$ cat src/rtl/modn_bcd_counter.sv
// Modulo-MOD two-digit BCD counter with an on-chip prescaler tick enable; runs on the single system clock.
// Optional parallel load of a BCD value is compiled in when MODN_LOAD_EN is defined.
module modn_bcd_counter #(
  parameter int CLK_HZ  = 50000000,
  parameter int TICK_HZ = 1,
  parameter int MOD     = 60
) (
  input  logic       clki,
  input  logic       rs,
  input  logic       en,
  input  logic       up_dn,
  input  logic       clr,
`ifdef MODN_LOAD_EN
  input  logic       ld,
  input  logic [3:0] ld_tens,
  input  logic [3:0] ld_units,
`endif
  output logic [3:0] led1,
  output logic [3:0] led2,
  output logic       tick_o,
  output logic       carry_o
);

  localparam int DIV = CLK_HZ / TICK_HZ;
  localparam int DW  = (DIV > 1) ? $clog2(DIV) : 1;

  localparam logic [DW-1:0] DIV_LAST = DW'(DIV - 1);

  // Terminal count held as BCD digits, so no binary-to-BCD conversion is needed.
  localparam logic [3:0] MAX_T = 4'((MOD - 1) / 10);
  localparam logic [3:0] MAX_U = 4'((MOD - 1) % 10);

  logic [DW-1:0] div_q, div_d;
  logic [3:0]    units_q, units_d;
  logic [3:0]    tens_q, tens_d;
  logic          tick_q, tick_d;
  logic          carry_q, carry_d;
  logic          step;

  assign step = en && (div_q == DIV_LAST);

`ifdef MODN_LOAD_EN
  logic [7:0] ld_val;
  logic       ld_ok;

  assign ld_val = ({4'd0, ld_tens} * 8'd10) + {4'd0, ld_units};
  assign ld_ok  = ld && (ld_tens <= 4'd9) && (ld_units <= 4'd9) && (ld_val < 8'(MOD));
`endif

  always_comb begin
    div_d   = div_q;
    units_d = units_q;
    tens_d  = tens_q;
    tick_d  = 1'b0;
    carry_d = 1'b0;
    if (clr) begin
      div_d   = '0;
      units_d = 4'd0;
      tens_d  = 4'd0;
    end
`ifdef MODN_LOAD_EN
    else if (ld_ok) begin
      div_d   = '0;
      units_d = ld_units;
      tens_d  = ld_tens;
    end
`endif
    else if (en) begin
      div_d = step ? '0 : div_q + 1'b1;
      if (step) begin
        tick_d = 1'b1;
        if (up_dn) begin
          if (tens_q == MAX_T && units_q == MAX_U) begin
            units_d = 4'd0;
            tens_d  = 4'd0;
            carry_d = 1'b1;
          end else if (units_q == 4'd9) begin
            units_d = 4'd0;
            tens_d  = tens_q + 4'd1;
          end else begin
            units_d = units_q + 4'd1;
          end
        end else begin
          if (tens_q == 4'd0 && units_q == 4'd0) begin
            units_d = MAX_U;
            tens_d  = MAX_T;
            carry_d = 1'b1;
          end else if (units_q == 4'd0) begin
            units_d = 4'd9;
            tens_d  = tens_q - 4'd1;
          end else begin
            units_d = units_q - 4'd1;
          end
        end
      end
    end
  end

  always_ff @(posedge clki or negedge rs) begin
    if (!rs) begin
      div_q   <= '0;
      units_q <= 4'd0;
      tens_q  <= 4'd0;
      tick_q  <= 1'b0;
      carry_q <= 1'b0;
    end else begin
      div_q   <= div_d;
      units_q <= units_d;
      tens_q  <= tens_d;
      tick_q  <= tick_d;
      carry_q <= carry_d;
    end
  end

  assign led1    = units_q;
  assign led2    = tens_q;
  assign tick_o  = tick_q;
  assign carry_o = carry_q;

endmodule

$ cat config.mk
export PLATFORM = sky130hd
export DESIGN_NAME = modn_bcd_counter
export DESIGN_NICKNAME = d
export VERILOG_FILES = /design/src/rtl/modn_bcd_counter.sv
export SDC_FILE = /design/constraint.sdc
export NUM_CORES = 1
export LEC_CHECK = 0
export BUFFER_PORTS_ARGS = -buffer_cell sky130_fd_sc_hd__buf_2
export CORE_AREA = 2 2 68 70
export DETAILED_ROUTE_END_ITERATION = 6
export DIE_AREA = 0 0 70 72
export GPL_TIMING_DRIVEN = 0
export PLACE_DENSITY = 0.71
export SLEW_MARGIN = 20
export SYNTH_ARGS = -nofsm -noshare
export SYNTH_HDL_FRONTEND = slang
export SYNTH_SLANG_ARGS = --single-unit
$ cat constraint.sdc
create_clock -name clki -period 4.85 [get_ports clki]
set_input_delay 0.2425 -clock clki [delete_from_list [all_inputs] [get_ports clki]]
set_output_delay 0.2425 -clock clki [all_outputs]
set_load 0.05 [all_outputs]
After elaboration in Yosys (flattened, before gate mapping)
Cells that the tools add are included.

word-level totals
  bits in registers = 36

cells by class
  multiplexer cells = 28
  add/sub/neg operators = 5
  reductions and logical operators = 10
  eq/ne operators = 4

operators with widths
  cell                   number
  $mux 26                3
  $mux 4                 16
  $add 26x1->26 const B  1
  $eq 26x26->1 const B   1
  $mux 1                 9
  $add 4x1->4 const B    2
  $logic_not 4->1        2
  $sub 4x1->4 const B    2
  $eq 4x3->1 const B     1
  $eq 4x4->1 const B     1
  $ne 4x1->1 const B     1
  $reduce_and 4->1       1
  $reduce_bool 2->1      2
  $reduce_bool 4->1      1
  $logic_and 1x1->1      3
  $reduce_and 2->1       1

Longest topological paths before layout
Gate-level depths: netlist of run 1.

  depth in word-level cells = 7
  depth in mapped cells = 6
  mapped depth without buffers = 6

Least setup slack after synthesis of run 1
OpenSTA, ideal clock, no wires.

  path kind = register to register
  start point = reg units_q[1], in the netlist led1[1]
  end point = reg tens_q[0], in the netlist led2[0]
  path buffers = 0
  arrival time = 2307 ps
  slack = 2449 ps
  cell stages (with the launch flop) = 7
  cells stage by stage = dfrtp_1 > inv_1 > ha_1 > or4b_2 > a21boi_0 > or3_1 > a221oi_2

on the way
  cells in the longest elaborated chain, start to end = 7
  elaborated cells between the ends (all ways) = 13

ends and longest elaborated chain
  element                                        line    source
  from (decl)                                    34      logic [3:0] units_q, units_d;
  from (signal assigned)                         108     units_q <= units_d;
  $eq 4x4->1 or $logic_not 4->1 (tied branches)  n/a
  $logic_and 1x1->1 (on tied branches)           73, 84
  $mux 4 (on tied branches)                      73, 84
  $mux 4                                         72      if (up_dn) begin
  $mux 4                                         70      if (step) begin
  $mux 4                                         68      else if (en) begin
  $mux 4                                         56      if (clr) begin
  to (signal assigned)                           109     tens_q <= tens_d;
  to (decl)                                      35      logic [3:0] tens_q, tens_d;

Several ways; a longest one is shown, not always the timed one. The select of a mux whose other input is x is not followed.
A chain may end at the register's enable or synchronous reset.

Worst setup path after layout of run 1
  start point = reg div_q[0]
  end point = reg units_q[2], in the netlist led1[2]

on the way
  cells in the longest elaborated chain, start to end = 4

ends and longest elaborated chain
  element                      line  source
  from (decl)                  33    logic [DW-1:0] div_q, div_d;
  from (signal assigned)       107   div_q <= div_d;
  $eq 26x26->1                 40    assign step = en && (div_q == DIV_LAST);
  $logic_and 1x1->1            40
  $reduce_bool 2->1 (no line)  n/a
  $reduce_and 2->1 (no line)   n/a

No other way between the ends.

==> out/qor.txt, run 1 <==
RUN STATUS
----------------------------------------------------------------------------------------
Outcome                                                                     finished, final reports clean

STA
----------------------------------------------------------------------------------------
Post-Route Skew                                                               0.00702 ns
# setup viols final                                                                    0
Final number of hold-violating endpoints                                               0
Slew at the pin closest to its max-slew limit                                    1.03 ns
Setup slack after layout                                                         2.29 ns
Post-Route Setup TNS                                                                0 ns
Time the worst path needs with I/O delays and setup                              2.56 ns
F_max                                                                            390 MHz
Worst relative slew slack                                                          31.0%
Final Cycle Share                                                                  52.8%
Setup repair after global routing missed its margin                                   no
Tightest hold margin                                                           0.0200 ns
Max-slew violations                                                                    0

YOSYS
----------------------------------------------------------------------------------------
Syn_nets                                                                             258
Proportion of synthesized flip-flops having asynchronous set or reset               100%
Post-synth top area share                                                          39.5%
Post-synth top area cell                                                    sky130_fd_sc_hd__dfrtp_1
Post-synth EDFFs                                                                       0
Share of synthesized area occupied by flip-flops and latches                       39.5%
Yosys Warn Count                                                                       0
Dominant cell by count in the synthesized netlist                           sky130_fd_sc_hd__dfrtp_1
Distinct cell type count after synthesis                                              55
Ranking of synthesized cells by area                                        sky130_fd_sc_hd__dfrtp_1 40%, sky130_fd_sc_hd__a21oi_1 4.4%, sky130_fd_sc_hd__ha_1 4.4%
Average size of a mapped cell                                                  9.30 um^2
Most used DFF post-synth                                                    sky130_fd_sc_hd__dfrtp_1
Cells after Synth                                                                    245
Post-synthesis sequential element count                                               36
Cell area after synthesis                                                   0.00228 mm^2
Cell types with the highest counts after synthesis                          36 x sky130_fd_sc_hd__dfrtp_1, 20 x sky130_fd_sc_hd__a21oi_1, 20 x sky130_fd_sc_hd__nor2_1

DRT
----------------------------------------------------------------------------------------
Number of DRC markers in iteration 0                                                 184
Remaining number of nets flagged by the antenna check after routing                    0
Detailed-routing iteration count for the pre-antenna-repair pass                       4
Vias per Instance                                                                   6.15
DRT Wirelength                                                                   4920 um
DRC violation count after routing                                                      0
Vias                                                                                1961
Detailed-route wire length per cell                                              15.4 um

GLOBAL ROUTE
----------------------------------------------------------------------------------------
Wire length of the first global-routing pass                                     8540 um
Via count of the first global-routing pass                                          1832
Aggregate global routing overflow                                                      0
Pin count of the biggest net entering global routing                                  37
Number of antenna violations at the first check in global routing                      0
Global routing usage summed across all routing layers                              21.5%

CRITICAL PATH
----------------------------------------------------------------------------------------
Category of cells accounting for the largest share of critical-path delay   simple AND/OR/NAND/NOR gates
Crit-path max cell delay                                                         0.90 ns
Crit path max fanout                                                                   7
Critical register-to-register path startpoint                                   div_q[0]
CP Capture Type                                                                flip-flop
Worst R2R End                                                                    led1[2]
Slowest stage cell, crit path                                               sky130_fd_sc_hd__nor4_1
CP arrival                                                                       2.72 ns
Source of the critical timing path                                              div_q[0]
Stages on the worst setup path                                                         6
Sum of buffers and inverters on the critical path                                      1
Path type of the worst setup path                                             reg -> reg
Series of cell instances along the critical path                            ha_1, nand3_1, nor4_1, and2_0, clkbuf_1, a311oi_1
R2r setup slk                                                                    2.29 ns
Crit start category                                                            flip-flop
Worst EP required                                                                5.01 ns
Number of cells traversed by the worst register-to-register path                       6

POWER
----------------------------------------------------------------------------------------
Combinational power share                                                           5.4%
Power Total                                                                       556 uW
Switching share of total power                                                     23.8%
Flop pwr share                                                                     54.5%
Largest vdd supply drop                                                           133 uV
Internal power contribution                                                       424 uW
Power share of the clock group                                                     40.1%
Sw power                                                                          132 uW
Total power divided by cell area                                             222 mW/mm^2
Static leakage                                                                   1.02 nW

FINISH
----------------------------------------------------------------------------------------
Final instance area                                                         0.00251 mm^2
Count of filler cells inserted in the layout                                         387
ANT cells                                                                              0
Nets@finish                                                                          279
Layout overhead on the synthesized area                                            9.99%
Non-filler cells in the finished layout                                              319
Final Core Density                                                                 58.8%
Fraction of final layout cells with drive strength greater than 1                  15.0%

HOLD PATH
----------------------------------------------------------------------------------------
Worst Hold Class                                                             in -> async

CLOCKING
----------------------------------------------------------------------------------------
CTS max path bufs                                                                      2
Number of buffers inserted for hold repair after clock tree synthesis                  0
Clock root cell                                                             sky130_fd_sc_hd__clkbuf_8
Post-CTS Setup Inserts                                                                 0
Clock Pin Slew Worst Setup and Hold Paths                                        0.08 ns
Num CTS Buffers                                                                        5
Resize count post-CTS                                                                  0
Depth of the CTS H-tree                                                                2
TritonCTS clock tree                                                               built
Number of sinks handled by clock tree synthesis                                       36
Clock Latency Late Sink                                                          0.29 ns

FLOORPLANNING
----------------------------------------------------------------------------------------
Die H                                                                              72 um
IO Pins                                                                               15
Standard-cell rows                                                                    24
X dimension of the die                                                             70 um
Area of the core                                                            0.00426 mm^2
Initial standard-cell utilization of the core                                      53.5%
Floorplan die area                                                          0.00504 mm^2

PLACEMENT
----------------------------------------------------------------------------------------
Number of buffers inserted by port buffering                                          14
DP Wirelength                                                                    3420 um
Placement Setup Slack                                                            2.34 ns
RePlAce Congestion                                                                 0.917
Placed cell count                                                                    311
Post-detailed-placement cell area                                           0.00241 mm^2

FLOW RUN
----------------------------------------------------------------------------------------
Count of max-cap constraint violations                                                 0

## per-layer routing
| metal | GRT usage [%] | vias to the layer above | part of all wire (%) |
|---|---|---|---|
| li1 | - | 964 | - |
| met1 | 29.7 | 960 | 49 |
| met2 | 34.0 | 31 | 46 |
| met3 | 4.58 | 6 | 3.8 |
| met4 | 7.48 | 0 | 1.4 |
| met5 | 0 | - | 0 |
## sequential cells by signal (all words and copies together), names as in the netlist
name and flops:
carry_o 1, div_q 26, led1 4, led2 4
tick_o 1
## layout by cell type (no fill, tap or decap), types with 2 or more instances in the layout
cell                       synthesis  routed
sky130_fd_sc_hd__o21ai_0           8       8
sky130_fd_sc_hd__xor2_1            5       5
sky130_fd_sc_hd__nor3_1            4       4
sky130_fd_sc_hd__a32o_1            3       3
sky130_fd_sc_hd__buf_2             2      16
sky130_fd_sc_hd__a211oi_1          2       2
sky130_fd_sc_hd__clkbuf_8          0       6
sky130_fd_sc_hd__and3_1            4       4
sky130_fd_sc_hd__o31ai_1           7       7
sky130_fd_sc_hd__nand4_1           6       6
sky130_fd_sc_hd__xnor2_1           7       7
sky130_fd_sc_hd__clkinv_2          0       2
sky130_fd_sc_hd__nand3_1          11      11
sky130_fd_sc_hd__o211ai_1          4       4
sky130_fd_sc_hd__inv_1             9       9
sky130_fd_sc_hd__nor2b_1           5       5
sky130_fd_sc_hd__a31oi_1           2       2
sky130_fd_sc_hd__a21oi_1          20      20
sky130_fd_sc_hd__nand2_1          13      13
sky130_fd_sc_hd__ha_1              8       8
sky130_fd_sc_hd__and4_1            3       3
sky130_fd_sc_hd__clkbuf_1          4       4
sky130_fd_sc_hd__a221o_1           2       2
sky130_fd_sc_hd__nor4_1            6       6
sky130_fd_sc_hd__or3_1             8       8
sky130_fd_sc_hd__dfrtp_1          36      36
sky130_fd_sc_hd__nor2_1           20      20
sky130_fd_sc_hd__or4_1             8       8
sky130_fd_sc_hd__nand2b_1          2       2
sky130_fd_sc_hd__nand3b_1          2       2
sky130_fd_sc_hd__buf_6             4       4
sky130_fd_sc_hd__buf_4             2       2
sky130_fd_sc_hd__nor3b_1           2       2
sky130_fd_sc_hd__or4_4             3       3
## layout make-up
cell class              count  area, um^2  share of cell area (%)
plain buffers              13        93.8                    3.74
clock buffers               6        82.6                    3.29
clock inverters             2        10.0                   0.399
inverters                   9        33.8                    1.35
multi-input cells         187        1250                    49.9
flip-flops and latches     36         901                    35.9
well taps                  52        65.1                    2.59
repair buffers             14        70.1                    2.79
## power by group through the flow
stage / logic [mW] / clock network (mW) / registers, mW
2_1_floorplan: 0.0172 / 0 / 0.308
3_3_place_gp: 0.0302 / 0 / 0.309
3_5_place_dp: 0.0304 / 0 / 0.309
4_1_cts: 0.0307 / 0.231 / 0.303
5_1_grt: 0.0342 / 0.247 / 0.303
6_report: 0.0301 / 0.223 / 0.303
## worst max path at each step
stage,slack (ns),end
floorplan,2.45,led2[0]
global placement,2.32,led1[2]
detailed placement,2.34,led1[2]
CTS,2.33,led1[2]
global route,2.12,led1[2]
finish,2.29,led1[2]
## kinds of logic (layout without fill, tap and decap cells)
| group | after synthesis | after routing | synth area share [%] |
|---|---|---|---|
| simple gates | 108 | 108 | 28.5 |
| compound gates | 58 | 58 | 17.0 |
| flops | 36 | 36 | 39.5 |
| buf+inv | 22 | 44 | 5.60 |
| xor+xnor | 12 | 12 | 4.61 |
| fa+ha+maj | 8 | 8 | 4.39 |
| mux | 1 | 1 | 0.439 |
Note: power is estimated with default switching activity, not from simulation.
==> inputs of run 2 (changes only) <==
==> constraint.sdc (replaced) <==
create_clock -name clki -period 2.5 [get_ports clki]
set_input_delay 0.125 -clock clki [delete_from_list [all_inputs] [get_ports clki]]
set_output_delay 0.125 -clock clki [all_outputs]
set_load 0.05 [all_outputs]
==> run 2 against run 1 <==
  * Non-clock buffer count up 1
  * Critical path depth unchanged
  * Combinational power up 97%
  * Final cell count up 0.31%
  * Clock-buffer cell count unchanged
  * First-iteration DRC count down 9.2%
  * Worst setup slack worse by 2.2 ns
  * Via count up 0.46%
  * Flip-flop and latch count unchanged
  * Critical path type unchanged
  * Largest cell class unchanged
  * Highest routed layer unchanged
==> out/qor.txt, run 2 (synthesis results as in run 1) <==
DRT
----------------------------------------------------------------------------------
DRT Wirelength                                                             4930 um   was 4920 um
Vias per Instance                                                             6.16   was 6.15
Detailed-route wire length per cell                                        15.4 um   about the same
Detailed-routing iteration count for the pre-antenna-repair pass                 4   unchanged
Vias                                                                          1970   was 1961
Remaining number of nets flagged by the antenna check after routing              0   unchanged
DRC violation count after routing                                                0   unchanged
Number of DRC markers in iteration 0                                           167   was 184

STA
----------------------------------------------------------------------------------
# setup viols final                                                              0   unchanged
Worst relative slew slack                                                    48.0%   was 31.0%
Setup repair after global routing missed its margin                             no   unchanged
Final number of hold-violating endpoints                                         0   unchanged
Final Cycle Share                                                            94.5%   was 52.8%
Post-Route Skew                                                         0.00710 ns   was 0.00702 ns
Tightest hold margin                                                      0.252 ns   was 0.0200 ns
Slew at the pin closest to its max-slew limit                             0.780 ns   was 1.03 ns
Post-Route Setup TNS                                                          0 ns   unchanged
Time the worst path needs with I/O delays and setup                        2.36 ns   was 2.56 ns
F_max                                                                      423 MHz   was 390 MHz
Max-slew violations                                                              0   unchanged

FLOORPLANNING
----------------------------------------------------------------------------------
Floorplan die area                                                    0.00504 mm^2   unchanged
X dimension of the die                                                       70 um   unchanged
IO Pins                                                                         15   unchanged
Die H                                                                        72 um   unchanged
Initial standard-cell utilization of the core                                53.5%   unchanged
Area of the core                                                      0.00426 mm^2   unchanged
Standard-cell rows                                                              24   unchanged

PLACEMENT
----------------------------------------------------------------------------------
Number of buffers inserted by port buffering                                    14   unchanged
Placed cell count                                                              311   unchanged
RePlAce Congestion                                                           0.917   unchanged
DP Wirelength                                                              3420 um   unchanged

POWER
----------------------------------------------------------------------------------
Total power divided by cell area                                       427 mW/mm^2   was 222 mW/mm^2
Static leakage                                                             1.03 nW   was 1.02 nW
Largest vdd supply drop                                                     256 uV   was 133 uV

GLOBAL ROUTE
----------------------------------------------------------------------------------
Aggregate global routing overflow                                                0   unchanged
Pin count of the biggest net entering global routing                            37   unchanged
Via count of the first global-routing pass                                    1832   unchanged
Global routing usage summed across all routing layers                        21.5%   about the same
Number of antenna violations at the first check in global routing                0   unchanged
Wire length of the first global-routing pass                               8540 um   about the same

FINISH
----------------------------------------------------------------------------------
Non-filler cells in the finished layout                                        320   was 319
Layout overhead on the synthesized area                                      10.8%   was 9.99%
ANT cells                                                                        0   unchanged
Final Core Density                                                           59.2%   was 58.8%
Nets@finish                                                                    280   was 279
Commonest non-fill, non-tap cell in the layout                        sky130_fd_sc_hd__dfrtp_1   unchanged
Commonest cells after routing, fill and taps aside                    35 x sky130_fd_sc_hd__dfrtp_1, 20 x sky130_fd_sc_hd__nor2_1, 20 x sky130_fd_sc_hd__a21oi_1, 16 x sky130_fd_sc_hd__buf_2, 13 x sky130_fd_sc_hd__nand2_1   was 36 x sky130_fd_sc_hd__dfrtp_1, 20 x sky130_fd_sc_hd__nor2_1, 20 x sky130_fd_sc_hd__a21oi_1, 16 x sky130_fd_sc_hd__buf_2, 13 x sky130_fd_sc_hd__nand2_1
Number of flip-flops in the largest register                                    26   unchanged
Fraction of final layout cells with drive strength greater than 1            15.7%   was 15.0%
Register with the highest flop count                                         div_q   unchanged

CRITICAL PATH
----------------------------------------------------------------------------------
R2r setup slk                                                              0.14 ns   was 2.29 ns
CP Capture Type                                                          flip-flop   unchanged
Slowest stage cell, crit path                                         sky130_fd_sc_hd__or4b_2   was sky130_fd_sc_hd__nor4_1
Path type of the worst setup path                                       reg -> reg   unchanged
Crit-path max cell delay                                                   0.64 ns   was 0.90 ns
Crit start category                                                      flip-flop   unchanged
Worst EP required                                                          2.69 ns   was 5.01 ns
Series of cell instances along the critical path                      inv_1, ha_1, or4b_2, a21boi_0, or3_1, a221oi_2   was ha_1, nand3_1, nor4_1, and2_0, clkbuf_1, a311oi_1
CP arrival                                                                 2.56 ns   was 2.72 ns
Crit path max fanout                                                             7   unchanged

CLOCKING
----------------------------------------------------------------------------------
Number of sinks handled by clock tree synthesis                                 36   unchanged
Depth of the CTS H-tree                                                          2   unchanged
Num CTS Buffers                                                                  5   unchanged
Clock Latency Late Sink                                                    0.29 ns   about the same
Clock Pin Slew Worst Setup and Hold Paths                                  0.07 ns   was 0.08 ns
Clock root cell                                                       sky130_fd_sc_hd__clkbuf_8   unchanged
CTS max path bufs                                                                2   unchanged
TritonCTS clock tree                                                         built   unchanged
Post-CTS Setup Inserts                                                           0   unchanged

FLOW RUN
----------------------------------------------------------------------------------
Count of max-cap constraint violations                                           0   unchanged

HOLD PATH
----------------------------------------------------------------------------------
Worst Hold Class                                                         in -> reg   was in -> async

RUN STATUS
----------------------------------------------------------------------------------
Outcome                                                               finished, final reports clean   unchanged

## run 2: changes by cell type in the layout (fill, tap and decap cells not counted)
cell	change
sky130_fd_sc_hd__nor4_1	-1
sky130_fd_sc_hd__dlygate4sd3_1	+1
sky130_fd_sc_hd__nor4_2	+1
sky130_fd_sc_hd__dfrtp_2	+1
sky130_fd_sc_hd__dfrtp_1	-1
## run 2: power breakdown
part | switching (mW) | leakage, nW | internal, mW | total (mW)
registers | 0.00342 | 0.500 | 0.584 | 0.588
logic | 0.0406 | 0.476 | 0.0188 | 0.0593
clock network | 0.212 | 0.0510 | 0.220 | 0.432
## run 2: critical path: cells and delay by family (launching register included)
| kind | cells | cell delay (ns) |
|---|---|---|
| buffers and inverters | 1 | 0.13 |
| flip-flops | 1 | 0.45 |
| AND/OR/NAND/NOR | 2 | 1.00 |
| AO/OA/AOI/OAI | 2 | 0.47 |
| adder cells (fa/ha/maj) | 1 | 0.22 |
## run 2: final cells by class
class,count,area [um^2]
fillers,383,1740
multi-input cells,187,1260
flip-flops and latches,36,902
plain buffers,13,93.8
clock buffers,6,82.6
repair buffers,15,80.1
well taps,52,65.1
inverters,9,33.8
clock inverters,2,10.0
## run 2: worst paths after layout
path                            startpoint        end  depth (start not counted)
worst min-delay path                    en   div_q[1]                          4
max in group asynchronous               rs    led1[0]                          2
worst max-delay path               led1[1]    led2[0]                          6
min in group asynchronous               rs  div_q[11]                          2
worst max register to register     led1[1]    led2[0]                          6
worst min register to register   div_q[25]  div_q[25]                          2
## run 2: through the flow
| step | setup WS [ns] | instance area (um^2) | power (mW) |
|---|---|---|---|
| final | 0.137 | 2520 | 1.08 |
| after global routing | 0.00704 | 2520 | 1.13 |
| after CTS | 0.114 | 2520 | 1.10 |
| after detailed placement | -0.0137 | 2410 | 0.658 |
| after global placement | -0.0319 | 2410 | 0.657 |
| after floorplan | 0.0992 | 2280 | 0.632 |
## run 2: what timing repair did
action	4_1_cts	5_1_grt
endpoints found under the hold margin	36	0
endpoints found under the setup margin	3	1
resized for setup	1	1
hold buffers	1	0
gates cloned	0	0
## run 2: routing by layer
| metal | wire, um | track usage [%] | up-vias |
|---|---|---|---|
| li1 | - | - | 965 |
| met1 | 2390 | 29.7 | 965 |
| met2 | 2280 | 33.9 | 35 |
| met3 | 201 | 4.58 | 5 |
| met4 | 59 | 7.48 | 0 |
| met5 | 0 | 0 | - |
==> inputs of run 3 (changes only) <==
--- a/config.mk
+++ b/config.mk
@@ -5,7 +5,7 @@
 export SDC_FILE = /design/constraint.sdc
 export NUM_CORES = 1
 export LEC_CHECK = 0
-export BUFFER_PORTS_ARGS = -buffer_cell sky130_fd_sc_hd__buf_2
+export BUFFER_PORTS_ARGS = -buffer_cell sky130_fd_sc_hd__clkbuf_2
 export CORE_AREA = 2 2 68 70
 export DETAILED_ROUTE_END_ITERATION = 6
 export DIE_AREA = 0 0 70 72
==> constraint.sdc (replaced) <==
create_clock -name clki -period 2.5 [get_ports clki]
set_input_delay 0.625 -clock clki [delete_from_list [all_inputs] [get_ports clki]]
set_output_delay 0.625 -clock clki [all_outputs]
set_load 0.05 [all_outputs]
==> run 3 against run 2 <==
  * Clock-buffer cell count up 1
  * Final cell count down 0.31%
  * Utilization up 0.56 points
  * Largest cell class unchanged
  * Non-clock buffer count down 1
  * Combinational power down 1%
  * First-iteration DRC count up 3.0%
  * Flip-flop and latch count unchanged
  * Hold slack better by 0.19 ns
==> out/qor.txt, run 3 (synthesis results as in run 1) <==
RUN STATUS
------------------------------------------------------------------------------------
Outcome                                                                 finished, final reports clean   unchanged

CRITICAL PATH
------------------------------------------------------------------------------------
Source of the critical timing path                                           led1[1]   unchanged
Series of cell instances along the critical path                        inv_1, ha_1, or4b_2, a21boi_0, or3_1, a221oi_2   unchanged
Worst EP required                                                            2.70 ns   was 2.69 ns
CP arrival                                                                   2.58 ns   was 2.56 ns
Crit start category                                                        flip-flop   unchanged
Path type of the worst setup path                                         reg -> reg   unchanged
Number of cells traversed by the worst register-to-register path                   6   unchanged
Crit path max fanout                                                               7   unchanged
CP Capture Type                                                            flip-flop   unchanged
Critical register-to-register path startpoint                                led1[1]   unchanged
Crit-path max cell delay                                                     0.64 ns   about the same
Worst R2R End                                                                led2[0]   unchanged
R2r setup slk                                                                0.12 ns   was 0.14 ns
Critical path endpoint                                                       led2[0]   unchanged
Slowest stage cell, crit path                                           sky130_fd_sc_hd__or4b_2   unchanged

PLACEMENT
------------------------------------------------------------------------------------
Number of buffers inserted by port buffering                                      14   unchanged
RePlAce Congestion                                                             0.918   was 0.917
Placement Setup Slack                                                      -0.158 ns   was -0.0137 ns
DP Wirelength                                                                3380 um   was 3420 um
Placed cell count                                                                311   unchanged

STA
------------------------------------------------------------------------------------
Final Cycle Share                                                              95.3%   was 94.5%
Time the worst path needs with I/O delays and setup                          2.38 ns   was 2.36 ns
Setup slack after layout                                                    0.117 ns   was 0.137 ns
Worst relative slew slack                                                      39.5%   was 48.0%
Setup repair after global routing missed its margin                               no   unchanged
# setup viols final                                                                0   unchanged
Max-slew violations                                                                0   unchanged
Final number of hold-violating endpoints                                           0   unchanged
Slew at the pin closest to its max-slew limit                               0.907 ns   was 0.780 ns
Post-Route Skew                                                           0.00908 ns   was 0.00710 ns
F_max                                                                        420 MHz   was 423 MHz

DRT
------------------------------------------------------------------------------------
Detailed-route wire length per cell                                          15.7 um   was 15.4 um
Vias per Instance                                                               6.02   was 6.16
Remaining number of nets flagged by the antenna check after routing                0   unchanged
DRT Wirelength                                                               5010 um   was 4930 um
Detailed-routing iteration count for the pre-antenna-repair pass                   4   unchanged
Number of DRC markers in iteration 0                                             172   was 167
DRC violation count after routing                                                  0   unchanged
Vias                                                                            1921   was 1970

FINISH
------------------------------------------------------------------------------------
Commonest cells after routing, fill and taps aside                      35 x sky130_fd_sc_hd__dfrtp_1, 20 x sky130_fd_sc_hd__nor2_1, 20 x sky130_fd_sc_hd__a21oi_1, 14 x sky130_fd_sc_hd__clkbuf_2, 13 x sky130_fd_sc_hd__nand2_1   was 35 x sky130_fd_sc_hd__dfrtp_1, 20 x sky130_fd_sc_hd__nor2_1, 20 x sky130_fd_sc_hd__a21oi_1, 16 x sky130_fd_sc_hd__buf_2, 13 x sky130_fd_sc_hd__nand2_1
Count of filler cells inserted in the layout                                     380   was 383
Commonest non-fill, non-tap cell in the layout                          sky130_fd_sc_hd__dfrtp_1   unchanged
Number of flip-flops in the largest register                                      26   unchanged
Layout overhead on the synthesized area                                        11.8%   was 10.8%
Non-filler cells in the finished layout                                          319   was 320
ANT cells                                                                          0   unchanged
Nets@finish                                                                      279   was 280
Fraction of final layout cells with drive strength greater than 1              15.7%   about the same
Register with the highest flop count                                           div_q   unchanged

FLOORPLANNING
------------------------------------------------------------------------------------
Floorplan die area                                                      0.00504 mm^2   unchanged
Initial standard-cell utilization of the core                                  53.5%   unchanged
Standard-cell rows                                                                24   unchanged
Die H                                                                          72 um   unchanged
IO Pins                                                                           15   unchanged
Area of the core                                                        0.00426 mm^2   unchanged
X dimension of the die                                                         70 um   unchanged

POWER
------------------------------------------------------------------------------------
Power share of the clock group                                                 47.0%   was 40.0%
Sw power                                                                      265 uW   was 256 uW
Largest vdd supply drop                                                       227 uV   was 256 uV
Static leakage                                                               1.03 nW   about the same
Flop pwr share                                                                 48.2%   was 54.5%
Internal power contribution                                                   954 uW   was 823 uW
Combinational power share                                                       4.8%   was 5.5%
Power Total                                                                  1.22 mW   was 1.08 mW
Total power divided by cell area                                         478 mW/mm^2   was 427 mW/mm^2
Switching share of total power                                                 21.7%   was 23.8%

CLOCKING
------------------------------------------------------------------------------------
Clock root cell                                                         sky130_fd_sc_hd__clkbuf_8   unchanged
Number of sinks handled by clock tree synthesis                                   36   unchanged
TritonCTS clock tree                                                           built   unchanged
Post-CTS Setup Inserts                                                             0   unchanged
CTS max path bufs                                                                  2   unchanged
Num CTS Buffers                                                                    5   unchanged
Clock Pin Slew Worst Setup and Hold Paths                                    0.08 ns   was 0.07 ns
Number of buffers inserted for hold repair after clock tree synthesis              0   was 1
Clock Latency Late Sink                                                      0.30 ns   was 0.29 ns
Depth of the CTS H-tree                                                            2   unchanged

GLOBAL ROUTE
------------------------------------------------------------------------------------
Wire length of the first global-routing pass                                 8640 um   was 8540 um
Pin count of the biggest net entering global routing                              37   unchanged
Global routing usage summed across all routing layers                          21.5%   about the same
Via count of the first global-routing pass                                      1876   was 1832
Aggregate global routing overflow                                                  0   unchanged
Number of antenna violations at the first check in global routing                  0   unchanged

HOLD PATH
------------------------------------------------------------------------------------
Worst Hold Class                                                         in -> async   was in -> reg

FLOW RUN
------------------------------------------------------------------------------------
Count of max-cap constraint violations                                             0   unchanged

run 3: changes by cell type in the layout (fill, tap and decap cells not counted), sizes merged:
cell	delta
buf	-14
bufinv	+1
clkbuf	+15
clkinv	-2
dlygate4sd3	-1
run 3: worst min path at each step:
| stage | startpoint | endpoint | slack (ns) | cells past startpoint |
|---|---|---|---|---|
| 5_1_grt | rs | div_q[11] | 0.54 | 1 |
| 6_report | rs | div_q[11] | 0.45 | 1 |
| 3_3_place_gp | div_q[25] | div_q[25] | 0.53 | 2 |
| 3_5_place_dp | div_q[25] | div_q[25] | 0.55 | 2 |
| 4_1_cts | rs | tick_o | 0.49 | 1 |
| 2_1_floorplan | rs | carry_o | 0.33 | 0 |
run 3: metal layers:
metal / up-vias / part of all wire [%] / track usage, %
li1: 955 / - / -
met2: 51 / 45 / 34.8
met5: - / 0 / 0
met4: 0 / 1.3 / 6.84
met3: 6 / 4.7 / 4.72
met1: 909 / 49 / 29.1
run 3: power groups by stage:
stage                     clock network, mW  logic (mW)  registers [mW]
after floorplan                           0      0.0333           0.598
after global placement                    0      0.0583           0.599
after detailed placement                  0      0.0590           0.599
after CTS                             0.583      0.0595           0.587
after global routing                  0.607      0.0666           0.588
final                                 0.573      0.0585           0.587
run 3: layout make-up:
| class | count | area (um^2) | share of cell area [%] |
|---|---|---|---|
| multi-input cells | 187 | 1260 | 49.3 |
| flip-flops and latches | 36 | 902 | 35.4 |
| clock buffers | 7 | 96.3 | 3.78 |
| plain buffers | 13 | 93.8 | 3.68 |
| repair buffers | 14 | 70.1 | 2.75 |
| well taps | 52 | 65.1 | 2.55 |
| inverters | 9 | 33.8 | 1.33 |
| clock inverters | 1 | 30.0 | 1.18 |
run 3: repair_timing:
item	in CTS	in global routing
setup endpoints to repair	1	1
gates resized for setup	1	1
gates cloned	0	0
run 3: metrics by stage:
step                hold WS, ns  util (%)  cell area [um^2]  TNS, ns
finish                    0.446      59.8              2550        0
global route              0.544      59.8              2550        0
CTS                       0.490      59.7              2550        0
detailed placement        0.552      56.6              2410   -0.851
global placement          0.533      56.6              2410   -0.986
floorplan                 0.329         -              2280        0
run 3: worst max-delay path, delay by kind of cell, from the launching register on:
family | cells | cell delay [ns]
compound gates | 2 | 0.49
fa+ha+maj | 1 | 0.22
buf+inv | 1 | 0.12
flops | 1 | 0.45
simple gates | 2 | 1.00
